`src/rtl/stopwatch_counter_pkg.sv`:
```
`default_nettype none
// +----------------------------------------------------------------------------+
// | Module   : stopwatch_counter_pkg                                           |
// | Purpose  : Shared stopwatch types and time-base constants                  |
// | Revision : 1.0                                                             |
// +----------------------------------------------------------------------------+
package stopwatch_counter_pkg;

    localparam int TIME_CNT_W   = 39;
    localparam int TICKS_PER_MS = 100000;
    // 60 min * 60 s * 1000 ms * 100000 ticks/ms - 1, i.e. 59:59.999
    localparam logic [TIME_CNT_W-1:0] MAX_TIME_TICKS = 39'd359_999_999_999;

    typedef enum logic [1:0] {
        ST_IDLE      = 2'd0,
        ST_RUNNING   = 2'd1,
        ST_PAUSED    = 2'd2,
        ST_SATURATED = 2'd3
    } sw_state_e;

endpackage
`default_nettype wire

```
`src/rtl/stopwatch_counter_if.sv`:
```
`default_nettype none
// +----------------------------------------------------------------------------+
// | Module   : stopwatch_counter_if                                            |
// | Purpose  : Button inputs and time/status outputs of the stopwatch          |
// | Revision : 1.0                                                             |
// +----------------------------------------------------------------------------+
interface stopwatch_counter_if
    import stopwatch_counter_pkg::*;
#(
    parameter int CNT_W = TIME_CNT_W
);
    logic             btn_start;
    logic             btn_clear;
    logic             btn_lap;
    logic [CNT_W-1:0] time_out;
    logic             running;
    logic             overflow;
    logic             lap_active;

    modport master (
        output btn_start, btn_clear, btn_lap,
        input  time_out, running, overflow, lap_active
    );

    modport slave (
        input  btn_start, btn_clear, btn_lap,
        output time_out, running, overflow, lap_active
    );
endinterface
`default_nettype wire

```
`src/rtl/stopwatch_counter_btn_edge_sync.sv`:
```
`default_nettype none
// +----------------------------------------------------------------------------+
// | Module   : btn_edge_sync                                                   |
// | Purpose  : 2-flop synchronizer plus registered one-cycle rising-edge pulse |
// | Revision : 1.0                                                             |
// +----------------------------------------------------------------------------+
module btn_edge_sync (
    input  wire  clk,
    input  wire  rst_n,
    input  wire  btn,
    output logic pulse
);
    logic r_sync1;
    logic r_sync2;
    logic r_prev;
    logic r_pulse;

    always_ff @(posedge clk or negedge rst_n) begin
        if (!rst_n) begin
            r_sync1 <= 1'b0;
            r_sync2 <= 1'b0;
            r_prev  <= 1'b0;
            r_pulse <= 1'b0;
        end else begin
            r_sync1 <= btn;
            r_sync2 <= r_sync1;
            r_prev  <= r_sync2;
            r_pulse <= r_sync2 & ~r_prev;
        end
    end

    assign pulse = r_pulse;
endmodule
`default_nettype wire

```
`src/rtl/stopwatch_counter.sv`:
```
`default_nettype none
// +----------------------------------------------------------------------------+
// | Module   : stopwatch_counter                                               |
// | Purpose  : Start/stop/clear tick counter saturating at MAX_COUNT.          |
// |            Lap hold is built only with STOPWATCH_LAP_HOLD_EN defined.      |
// | Revision : 1.0                                                             |
// +----------------------------------------------------------------------------+
module stopwatch_counter
    import stopwatch_counter_pkg::*;
#(
    parameter int               CNT_W     = TIME_CNT_W,
    parameter logic [CNT_W-1:0] MAX_COUNT = CNT_W'(MAX_TIME_TICKS),
    parameter int               TICK_DIV  = 1
) (
    input wire                  clk,
    input wire                  rst_n,
    stopwatch_counter_if.slave  bus
);
    sw_state_e        r_state;
    sw_state_e        w_state_next;
    logic [CNT_W-1:0] r_count;
    logic [CNT_W-1:0] w_count_next;
    logic [CNT_W-1:0] r_time_out;
    logic [CNT_W-1:0] w_time_next;
    logic             w_tick;
    logic             w_cmd_start;
    logic             w_cmd_clear;

    btn_edge_sync u_start_sync (.clk(clk), .rst_n(rst_n), .btn(bus.btn_start), .pulse(w_cmd_start));
    btn_edge_sync u_clear_sync (.clk(clk), .rst_n(rst_n), .btn(bus.btn_clear), .pulse(w_cmd_clear));

    if (TICK_DIV > 1) begin : g_prescale
        localparam int c_pre_w = $clog2(TICK_DIV);
        logic [c_pre_w-1:0] r_pre;
        logic               w_enter_run;
        logic               w_pre_last;

        assign w_enter_run = (w_state_next == ST_RUNNING) && (r_state != ST_RUNNING);
        assign w_pre_last  = (r_pre == c_pre_w'(TICK_DIV - 1));
        assign w_tick      = (r_state == ST_RUNNING) && w_pre_last;

        always_ff @(posedge clk or negedge rst_n) begin
            if (!rst_n) begin
                r_pre <= '0;
            end else if (w_enter_run) begin
                r_pre <= '0;
            end else if (r_state == ST_RUNNING) begin
                r_pre <= w_pre_last ? '0 : r_pre + 1'b1;
            end
        end
    end else begin : g_no_prescale
        assign w_tick = (r_state == ST_RUNNING);
    end

    // Clear outranks every other command; start outranks a coincident tick.
    always_comb begin
        w_state_next = r_state;
        w_count_next = r_count;
        if (w_cmd_clear) begin
            w_state_next = ST_IDLE;
            w_count_next = '0;
        end else begin
            case (r_state)
                ST_IDLE: begin
                    w_count_next = '0;
                    if (w_cmd_start) w_state_next = ST_RUNNING;
                end
                ST_RUNNING: begin
                    if (w_cmd_start) begin
                        w_state_next = ST_PAUSED;
                    end else if (w_tick) begin
                        if (r_count == MAX_COUNT - 1'b1) begin
                            w_count_next = MAX_COUNT;
                            w_state_next = ST_SATURATED;
                        end else begin
                            w_count_next = r_count + 1'b1;
                        end
                    end
                end
                ST_PAUSED: begin
                    if (w_cmd_start) w_state_next = ST_RUNNING;
                end
                ST_SATURATED: begin
                    w_count_next = MAX_COUNT;
                end
                default: begin
                    w_state_next = ST_IDLE;
                    w_count_next = '0;
                end
            endcase
        end
    end

`ifdef STOPWATCH_LAP_HOLD_EN
    logic             w_cmd_lap;
    logic             r_lap_active;
    logic             w_lap_next;
    logic [CNT_W-1:0] r_lap_reg;
    logic [CNT_W-1:0] w_lap_reg_next;

    btn_edge_sync u_lap_sync (.clk(clk), .rst_n(rst_n), .btn(bus.btn_lap), .pulse(w_cmd_lap));

    always_comb begin
        w_lap_next     = r_lap_active;
        w_lap_reg_next = r_lap_reg;
        if (w_cmd_clear) begin
            w_lap_next = 1'b0;
        end else if (w_state_next == ST_SATURATED && r_state != ST_SATURATED) begin
            w_lap_next = 1'b0;
        end else if (w_cmd_lap && (r_state == ST_RUNNING || r_state == ST_PAUSED)) begin
            if (!r_lap_active) begin
                w_lap_next     = 1'b1;
                w_lap_reg_next = r_count;
            end else begin
                w_lap_next = 1'b0;
            end
        end
    end

    always_ff @(posedge clk or negedge rst_n) begin
        if (!rst_n) begin
            r_lap_active <= 1'b0;
            r_lap_reg    <= '0;
        end else begin
            r_lap_active <= w_lap_next;
            r_lap_reg    <= w_lap_reg_next;
        end
    end

    assign w_time_next    = w_lap_next ? w_lap_reg_next : w_count_next;
    assign bus.lap_active = r_lap_active;
`else
    assign w_time_next    = w_count_next;
    assign bus.lap_active = 1'b0;
`endif

    always_ff @(posedge clk or negedge rst_n) begin
        if (!rst_n) begin
            r_state    <= ST_IDLE;
            r_count    <= '0;
            r_time_out <= '0;
        end else begin
            r_state    <= w_state_next;
            r_count    <= w_count_next;
            r_time_out <= w_time_next;
        end
    end

    assign bus.time_out = r_time_out;
    assign bus.running  = (r_state == ST_RUNNING);
    assign bus.overflow = (r_state == ST_SATURATED);
endmodule
`default_nettype wire

```
`src/flat_wrapper.sv`:
```
// flat-port wrapper written by rule: the top's interface ports become plain ports
module stopwatch_counter_flat import stopwatch_counter_pkg::*;
#(
    parameter int               CNT_W     = TIME_CNT_W,
    parameter logic [CNT_W-1:0] MAX_COUNT = CNT_W'(MAX_TIME_TICKS),
    parameter int               TICK_DIV  = 1
)
  (clk, rst_n, bus_btn_start, bus_btn_clear, bus_btn_lap, bus_time_out, bus_running, bus_overflow, bus_lap_active);
  stopwatch_counter_if #(.CNT_W(CNT_W)) bus_i ();
  input wire clk;
  input wire rst_n;
  input wire logic [$bits(bus_i.btn_start)-1:0] bus_btn_start;
  input wire logic [$bits(bus_i.btn_clear)-1:0] bus_btn_clear;
  input wire logic [$bits(bus_i.btn_lap)-1:0] bus_btn_lap;
  output wire logic [$bits(bus_i.time_out)-1:0] bus_time_out;
  output wire logic [$bits(bus_i.running)-1:0] bus_running;
  output wire logic [$bits(bus_i.overflow)-1:0] bus_overflow;
  output wire logic [$bits(bus_i.lap_active)-1:0] bus_lap_active;
  assign bus_i.btn_start = bus_btn_start;
  assign bus_i.btn_clear = bus_btn_clear;
  assign bus_i.btn_lap = bus_btn_lap;
  assign bus_time_out = bus_i.time_out;
  assign bus_running = bus_i.running;
  assign bus_overflow = bus_i.overflow;
  assign bus_lap_active = bus_i.lap_active;
  stopwatch_counter #(.CNT_W(CNT_W), .MAX_COUNT(MAX_COUNT), .TICK_DIV(TICK_DIV)) u_core (.clk(clk), .rst_n(rst_n), .bus(bus_i));
endmodule
```
`config.mk`:
```
export PLATFORM = sky130hd
export DESIGN_NAME = stopwatch_counter_flat
export DESIGN_NICKNAME = d
export VERILOG_FILES = /design/src/rtl/stopwatch_counter_pkg.sv /design/src/rtl/stopwatch_counter_if.sv /design/src/rtl/stopwatch_counter_btn_edge_sync.sv /design/src/rtl/stopwatch_counter.sv /design/src/flat_wrapper.sv
export SDC_FILE = /design/constraint.sdc
export NUM_CORES = 1
export LEC_CHECK = 0
export CORE_UTILIZATION = 45
export DETAILED_ROUTE_END_ITERATION = 8
export GPL_ROUTABILITY_DRIVEN = 0
export PLACE_DENSITY = 0.7
export SKIP_CTS_REPAIR_TIMING = 1
export SYNTH_ARGS = -nofsm -noshare
export SYNTH_HDL_FRONTEND = slang
export SYNTH_SLANG_ARGS = --single-unit
export TNS_END_PERCENT = 1
```
`constraint.sdc`:
```
create_clock -name clk -period 3 [get_ports clk]
set_clock_uncertainty 0.05 [all_clocks]
set_input_delay 0.6 -clock clk [delete_from_list [all_inputs] [get_ports clk]]
set_output_delay 0.6 -clock clk [all_outputs]
set_load 0.02 [all_outputs]
```
# == After elaboration in Yosys (flattened, before gate mapping) ==
# Cells that the tools add are included.
# word_totals
regBits,49
latchBits,0
mem_bits_rw,0
mem_bits_ro,0
input_bits,5
elab_cells,37
n_memories,0
# op_classes
n_addsub,1
mul,0
n_div,0
magnitude_cmp,0
eq_ne,7
n_shift,0
mux,9
n_bitwise,4
reduce_logical,6
# ops
cell,n
39-bit two-way mux,3
39-bit case mux with 3 select lines,1
"39-bit by 1-bit adder with 39-bit output, second input constant",1
"39-bit equality test, second input constant",1
2-bit two-way mux,4
"2-bit equality test, second input constant",2
"4-bit by 1-bit != test with 1-bit output, second input constant",1
2-bit case mux with 2 select lines,1
4-bit nonzero test,1
"3-bit by 1-bit != test with 1-bit output, second input constant",1
"3-bit != test, second input constant",1
3-bit AND reduction,1
3-bit nonzero test,1
1-bit bitwise AND,2
"2-bit by 1-bit equality test with 1-bit output, second input constant",1
2-bit zero test,1
1-bit inverter,2
2-bit AND reduction,1
2-bit OR reduction,1

# == Depth between registers and ports, before layout ==
# Gate-level depths: netlist of the first run.
# depth
ltp_word,5
ltp_mapped,9

# == Modules after synthesis ==
# From an unflattened synthesis of the first run, not the netlist that was laid out.
# hier_totals
cells_unflattened,329
hier_area_um2,2936.6
# modules_own_cells
module,n_inst,cells_per_inst,area_per_inst_um2,seq_area_each_um2
stopwatch_counter,1,319,2708.8,1026.0
btn_edge_sync,2,5,113.9,100.1

# == Worst setup path after synthesis of the first run ==
# No wires, ideal clock.
# synth_timing
path_kind,flip-flop to flip-flop
from,register u_core.r_count[1]
to,register u_core.r_count[26]
setup_time_ns,0.083
arrival_ns,2.154
required_time_ns,2.867
slack_ns,0.713
path_stages_with_launch,9
path_buffers,1
synth_period_minus_slack_ns,2.287
cell_sequence,dfrtp_1 ha_1 and3_1 clkbuf_1 nand4_1 nor3_2 nand3_1 or3_1 o21ai_0
# synth_via
elab_chain_cells,5
elab_cells_between_ends,6
cone_classes,add/sub (1); eq/ne (1); mux (4)
# synth_lines
element,line,source
start: declaration,stopwatch_counter.sv:21,logic [CNT_W-1:0] r_count;
start signal: assignment,stopwatch_counter.sv:144,r_count <= w_count_next;
39-bit by 1-bit adder with 39-bit output or 39-bit equality test (tied branches),"stopwatch_counter.sv:76, stopwatch_counter.sv:72",
39-bit two-way mux *,stopwatch_counter.sv:72,if (r_count == MAX_COUNT - 1'b1) begin
39-bit two-way mux *,stopwatch_counter.sv:69,if (w_cmd_start) begin
39-bit case mux with 3 select lines *,stopwatch_counter.sv:63,case (r_state)
39-bit two-way mux *,stopwatch_counter.sv:59,if (w_cmd_clear) begin
# Mark *: on every way between the ends. The rest lies on a longest branch, timed or not. The select of a mux whose other input is x is not followed.
# A chain may end at the register's enable or synchronous reset.

# == Worst setup path in the final report of the first run ==
# layout_timing
from,register u_core.r_count[26]
to,register u_core.r_count[32]
# Same word-level chain as after synthesis.

==> summary.txt, run 1 <==
Outcome
  • Outcome: completed

STA
  • Total Negative Setup Slacks: 0 ns
  • Final setup violation count: 0
  • Portion of the clock cycle consumed by the worst path in the final layout: 86.4%
  • Final slew viol count: 0
  • Max-slew headroom at the worst pin: 28.0%
  • Maximum frequency from static timing analysis: 0.386 GHz
  • Unrepaired setup endpoints after global routing: false
  • Hold violation total from the final report: 0
  • Minimum clock period after layout: 2.59 ns
  • Actual transition at the worst max-transition pin: about 1.1 ns

Logic synthesis
  • Cell variety after synth: 50
  • Post-synthesis share of cell area spent on full adders, half adders and majority gates: 0.920%
  • Post-Synthesis Cells: 296
  • Dominant combinational cell family by area after synthesis: simple AND/OR/NAND/NOR gates
  • Portion of netlist area occupied by mux cells: 0%
  • Post-synthesis instance area: around 2700 sq um
  • Flops & latches, synth: 49
  • Number of synthesized flops with an enable pin: 0
  • Fraction of synthesized cell area in xor and xnor cells: 0%
  • Synth Area in Compound Gates: 22.7%
  • Dominant register cell in the synthesized netlist: dfrtp_1
  • Average cell area after synthesis: approximately 9.2 sq um
  • Sequential share of the synthesized area: a little under half
  • Net count after synthesis: 303
  • Number of warning messages in the yosys log: 0
  • Post-synthesis simple-gate area fraction: between 20% and 30%
  • Share of flip-flops with an asynchronous set or reset: 100%

Hold path
  • Min-delay worst type: input pin to asynchronous set/reset pin

Detailed routing
  • Routed len/inst: ~18 microns
  • Number of detailed-route iterations in the first pass: 6
  • Via Count: 2628
  • Detailed Route Iter0 Violations: 250
  • Antenna viol nets, final: 0
  • Total Wirelength: around 7.5 mm
  • Drc violations: 0
  • Vias per std cell: between 6 and 7

Clock tree
  • Clock Pin Slew Worst Setup and Hold Paths: 0.10 ns
  • TritonCTS clock tree: built
  • CTS buffer count: 5
  • Maximum clock insertion buffer count: 2
  • H-Tree Level Count: 2
  • Clk Tree Root Cell: clkbuf_8
  • # clock sinks: 49
  • Worst-Skew Late Latency: ~0.30 ns

Die
  • Number of top-level pins: 47
  • Die height: 79.8 microns
  • Core area: ~5700 sq um
  • Width of the die: roughly 80 microns
  • Die area: 6360 sq um
  • Starting utilization of the core area: 47.9%
  • # rows: 27

Worst setup path
  • CP Data Arrival Time: about 2.8 ns
  • Setup slack of the worst register-to-register path: about 0.41 ns
  • Worst endpoint required time: approximately 3.2 ns
  • Type of origin of the critical path: flip-flop
  • Reg-to-reg critical path startpoint: u_core.r_count[26]$_DFFE_PN0P_
  • Number of cells on the worst reg-to-reg path: 7
  • Crit. End Element: flip-flop
  • RR Endpoint: u_core.r_count[32]$_DFFE_PN0P_
  • Max Fanout on Critical Path: 13
  • Crit path kind: flip-flop to flip-flop

Global routing
  • First-pass GRT wire length: approximately 12 mm
  • Total global-route track usage: 25.5%
  • Initial antenna violation count: 0
  • GRT overflow: 0
  • Number of global-route vias before repair: between 2000 and 2500
  • Maximum number of pins on one net before global-route repair: 27

Final layout
  • Count of inserted antenna diode cells: 0
  • Number of fill cells in the layout: 530
  • Share of cells above drive strength 1: under 10%
  • Layout Nets: between 300 and 400
  • Cell Count, Final, Fillers Out: 412
  • P&R area growth vs syn: 23.0%

Pwr
  • Combinational group share of total power: around 23%
  • Power share of the sequential group: a little under half
  • Worst supply voltage drop on vdd: ~280 uV
  • Cell Pwr Density: about 490 nW/um^2
  • Clock network power share: between 30% and 40%
  • Switching power summed over all nets: a little over 500 uW
  • Internal power summed over all cells: roughly 1100 uW
  • Fraction of power spent switching nets: between 30% and 40%
  • Static leakage: 0.00134 uW

Placed design
  • Post-DP HPWL: about 5.2 mm
  • Placed Instances: approximately 400
  • Buffers on Ports: 44

Run
  • Number of maximum-capacitance violations: 0
flip-flops by register name (all words and copies together) (netlist names):
register / cells
u_core.u_start_sync.r_sync2: 1
u_core.u_clear_sync.pulse: 1
u_core.u_clear_sync.r_prev: 1
u_core.r_state: 2
u_core.u_start_sync.r_sync1: 1
u_core.u_start_sync.r_prev: 1
u_core.u_clear_sync.r_sync2: 1
u_core.u_clear_sync.r_sync1: 1
u_core.u_start_sync.pulse: 1
u_core.r_count: 39
power by group through the flow:
stage / sequential [uW] / combinational, uW / clock, uW
6_report: 767 / 369 / 501
5_1_grt: 775 / 401 / 535
4_1_cts: 766 / 369 / 510
3_5_place_dp: 779 / 367 / 0
3_3_place_gp: 775 / 361 / 0
2_1_floorplan: 799 / 188 / 0
cell usage after synthesis (all sizes together) (3+ instances only):
library cell | n | area [sq um]
nor3 | 12 | 70.1
o21a | 6 | 45.0
a311oi | 5 | 43.8
o31ai | 3 | 22.5
nor2 | 11 | 41.3
nand3 | 15 | 75.1
or3 | 9 | 56.3
o221a | 6 | 67.6
nand4 | 11 | 68.8
o41ai | 4 | 35.0
and4 | 7 | 63.8
and3 | 12 | 75.1
a21oi | 20 | 100
inv | 11 | 41.3
a31oi | 5 | 31.3
a211oi | 7 | 52.6
dfrtp | 49 | 1230
and2 | 8 | 50.1
nand2 | 20 | 75.1
buf | 11 | 68.8
clkbuf | 6 | 22.5
nor2b | 3 | 18.8
nand2b | 5 | 31.3
o21ai | 26 | 130
nor4 | 3 | 25.0
final cells by class:
class	count	area, sq um	share of cell area [%]
inverters	11	41.3	1.23
clock buffers	6	82.6	2.47
well taps	72	90.1	2.69
flip-flops and latches	49	1230	36.6
clock inverters	2	37.5	1.12
multi-input cells	219	1370	40.8
repair buffers	53	503	15.0
worst max-delay path by stage:
stage | startpoint | end | slack [ns] | cells after the start
floorplan | u_core.r_count[1]$_DFFE_PN0P_ | u_core.r_count[26]$_DFFE_PN0P_ | 0.71 | 8
global placement | u_core.r_count[26]$_DFFE_PN0P_ | u_core.r_count[6]$_DFFE_PN0P_ | 0.48 | 6
detailed placement | u_core.r_count[0]$_DFFE_PN0P_ | u_core.r_count[32]$_DFFE_PN0P_ | 0.44 | 8
CTS | u_core.r_count[0]$_DFFE_PN0P_ | u_core.r_count[32]$_DFFE_PN0P_ | 0.42 | 8
global route | u_core.r_count[0]$_DFFE_PN0P_ | u_core.r_count[33]$_DFFE_PN0P_ | 0.23 | 8
finish | u_core.r_count[26]$_DFFE_PN0P_ | u_core.r_count[32]$_DFFE_PN0P_ | 0.41 | 7
metal layers:
layer | share of wire, % | track usage (%) | vias to the layer above
met2 | 45 | 37.0 | 129
met4 | 1.5 | 7.14 | 0
li1 | - | - | 1218
met3 | 6.6 | 4.46 | 14
met5 | 0 | 0 | -
met1 | 47 | 38.7 | 1267
per-stage QoR:
step	area (sq um)	setup slack [ns]	util, %	hold slack (ns)	total power (uW)
6_report	3350	0.407	59.0	0.216	1640
5_1_grt	3350	0.227	59.0	0.262	1710
4_1_cts	3350	0.423	59.0	0.232	1640
3_5_place_dp	3230	0.436	56.9	0.285	1150
3_3_place_gp	3230	0.482	56.9	0.282	1140
2_1_floorplan	2720	0.713	-	0.254	988
cell families after synthesis:
kind of cell,after synthesis
AO/OA/AOI/OAI,92
adder cells (fa/ha/maj),2
buffers and inverters,28
flip-flops,49
other,1
AND/OR/NAND/NOR,124
cells in the final DEF, fill, tap and decap left out, types with 2 or more instances in the layout:
cell type | synthesis | final
nor2b_1 | 3 | 3
dfrtp_1 | 49 | 49
o21a_1 | 6 | 6
and3_1 | 12 | 12
ha_1 | 2 | 2
a311oi_1 | 5 | 5
a21oi_1 | 20 | 19
o211a_1 | 2 | 2
and2_1 | 8 | 8
o31ai_1 | 3 | 3
inv_1 | 11 | 11
o221a_1 | 5 | 5
nor3_1 | 10 | 10
o41ai_1 | 4 | 4
or4b_1 | 2 | 2
nor4_1 | 2 | 2
and4_1 | 6 | 6
o21ai_0 | 25 | 25
a31o_2 | 2 | 2
clkbuf_8 | 0 | 6
buf_4 | 1 | 9
a211oi_1 | 7 | 7
nand3_1 | 15 | 15
nand2b_1 | 5 | 5
nand4_1 | 11 | 11
or3_1 | 9 | 9
a31oi_1 | 5 | 5
nand2_1 | 20 | 20
nor2_1 | 11 | 11
clkdlybuf4s50_1 | 0 | 43
nor3_2 | 2 | 2
worst max-delay path, stage by stage (launching register included):
cell and delay, ns:
dfrtp_1 0.46, or4b_1 0.60, nor4_2 0.31, and4_4 0.39, nor2_1 0.16, buf_4 0.23, a21oi_1 0.13, o221a_1 0.19
Power figures use the tool's default switching activity.
==> run 2: changes to the inputs <==
- CORE_MARGIN: unset -> 2
- TNS_END_PERCENT: 1 -> 10
==> run 2 against run 1 <==
  * Worst hold slack worse by 0.018 ns
  * First-iteration DRC count down 14%
  * Critical path type unchanged
  * Sequential cell count stayed put
  * Design area fell by 2.1%
  * Utilization fell by 3.3 points
  * Cell count down 0.49%
  * Register-to-register slack got worse by 0.04 ns
  * Wire length down 2.4%
==> summary.txt, run 2 (synthesis results as in run 1) <==
Worst setup path
  • Capture point of the critical path: u_core.r_count[32]$_DFFE_PN0P_
  • Stage delay of the slowest cell on the critical path: 0.58 ns
  • Number of cells on the worst reg-to-reg path: 7
  • Reg-to-reg critical path startpoint: u_core.r_count[1]$_DFFE_PN0P_
  • Type of origin of the critical path: flip-flop
  • Highest-delay cell along the critical path: nor3_2
  • Max Fanout on Critical Path: 9
  • CP Data Arrival Time: 2.83 ns
  • Chain of cells forming the critical path: ha_1 -> and3_1 -> nand4_1 -> nor3_2 -> nand3_1 -> a21oi_1 -> o221a_1
  • Crit. End Element: flip-flop
  • Crit path kind: flip-flop to flip-flop
  • WP buf/inv: 0
  • First element of the critical path: u_core.r_count[1]$_DFFE_PN0P_
  • Worst endpoint required time: between 3 and 4 ns
  • Setup slack of the worst register-to-register path: around 0.37 ns
  • RR Endpoint: u_core.r_count[32]$_DFFE_PN0P_
  • Crit path max-delay family: simple AND/OR/NAND/NOR gates
  • Total stage count of the critical path: 7

Die
  • # rows: 28
  • Core area: between 5000 and 6000 sq um
  • Number of top-level pins: 47
  • Starting utilization of the core area: 46.2%
  • Width of the die: about 82 microns
  • Die height: about 82 microns
  • Die area: roughly 6700 sq um

STA
  • Final slew viol count: 0
  • Hold violation total from the final report: 0
  • Minimum clock period after layout: approximately 2.6 ns
  • Actual transition at the worst max-transition pin: roughly 1.0 ns
  • Final WS setup: around 0.37 ns
  • Unrepaired setup endpoints after global routing: false
  • Maximum frequency from static timing analysis: 0.380 GHz
  • Final setup violation count: 0
  • Max-slew headroom at the worst pin: 30.1%
  • Total Negative Setup Slacks: 0 ns
  • Portion of the clock cycle consumed by the worst path in the final layout: 87.8%

Pwr
  • Static leakage: 0.00130 uW
  • Cell Pwr Density: about 460 nW/um^2
  • Power Total: 1500 uW
  • Worst supply voltage drop on vdd: ~350 uV

Final layout
  • Cell Count, Final, Fillers Out: 410
  • Count of inserted antenna diode cells: 0
  • Largest registers: u_core.r_count x39, u_core.r_state x2
  • Max FFs per register: 39
  • Top reg by flops: u_core.r_count
  • Layout Nets: 341
  • Commonest non-fill, non-tap cells in the layout: 49 x dfrtp_1, 43 x clkdlybuf4s50_1, 25 x o21ai_0
  • P&R area growth vs syn: 20.4%
  • Most common cell after layout, fill and taps aside: dfrtp_1
  • Share of cells above drive strength 1: between 6 and 7%

Global routing
  • Number of global-route vias before repair: 2292
  • First-pass GRT wire length: approximately 12 mm
  • GRT overflow: 0
  • Maximum number of pins on one net before global-route repair: 27
  • Initial antenna violation count: 0
  • Total global-route track usage: between 20% and 30%

Detailed routing
  • Antenna viol nets, final: 0
  • Vias per std cell: approximately 6.3
  • Total Wirelength: approximately 7.3 mm
  • Drc violations: 0
  • Number of detailed-route iterations in the first pass: 5
  • Detailed Route Iter0 Violations: between 200 and 250
  • Routed len/inst: between 15 and 20 microns
  • Via Count: approximately 2600

Clock tree
  • Clock Pin Slew Worst Setup and Hold Paths: around 0.10 ns
  • Clk Tree Root Cell: clkbuf_8
  • Worst-Skew Late Latency: 0.32 ns
  • H-Tree Level Count: 2
  • TritonCTS clock tree: built
  • CTS buffer count: 5
  • Maximum clock insertion buffer count: 2
  • # clock sinks: 49

Placed design
  • Post-DP HPWL: 5.07 mm
  • Placed Instances: ~400
  • Buffers on Ports: 44
  • Worst slack at placement: between 0.4 and 0.5 ns

Outcome
  • Outcome: completed

Hold path
  • Min-delay worst type: input pin to asynchronous set/reset pin

Run
  • Number of maximum-capacitance violations: 0
==> run 2: where the power goes <==
part	switching [uW]	internal, uW	leakage, uW
Sequential	65.2	701	0.000660
Clock	222	162	0.0000450
Combinational	207	145	0.000595
==> run 2: how the worst min path moves through the flow <==
stage                                                from                               endpoint  slack (ns)  cells past startpoint
finish                                              rst_n          u_core.r_count[2]$_DFFE_PN0P_        0.20                      1
global route                                        rst_n          u_core.r_count[2]$_DFFE_PN0P_        0.25                      1
CTS                                                 rst_n          u_core.r_count[2]$_DFFE_PN0P_        0.22                      1
detailed placement  u_core.u_start_sync.r_sync1$_DFF_PN0_  u_core.u_start_sync.r_sync2$_DFF_PN0_        0.29                      0
global placement    u_core.u_clear_sync.r_sync1$_DFF_PN0_  u_core.u_clear_sync.r_sync2$_DFF_PN0_        0.29                      0
floorplan                                           rst_n          u_core.r_count[0]$_DFFE_PN0P_        0.25                      0
==> run 2: area by class of cell <==
class	count	area, sq um
Sequential cell	49	1230
Tap cell	75	93.8
Multi-Input combinational cell	219	1370
Timing Repair Buffer	48	465
Fill cell	564	2610
Inverter	11	41.3
Clock buffer	6	72.6
Clock inverter	2	10.0
==> run 2: stage by stage <==
stage / utilization [%] / cell area, sq um / hold WS (ns)
2_1_floorplan: - / 2720 / 0.254
3_3_place_gp: 54.3 / 3190 / 0.288
3_5_place_dp: 54.3 / 3190 / 0.287
4_1_cts: 55.7 / 3280 / 0.219
5_1_grt: 55.7 / 3280 / 0.246
6_report: 55.7 / 3280 / 0.198
==> run 2: per-layer routing <==
layer	global-route usage (%)	vias up	wire length (microns)
met3	4.40	7	455
met2	34.8	92	3400
met1	34.2	1285	3400
met5	0	-	0
met4	6.67	0	77
li1	-	1202	-
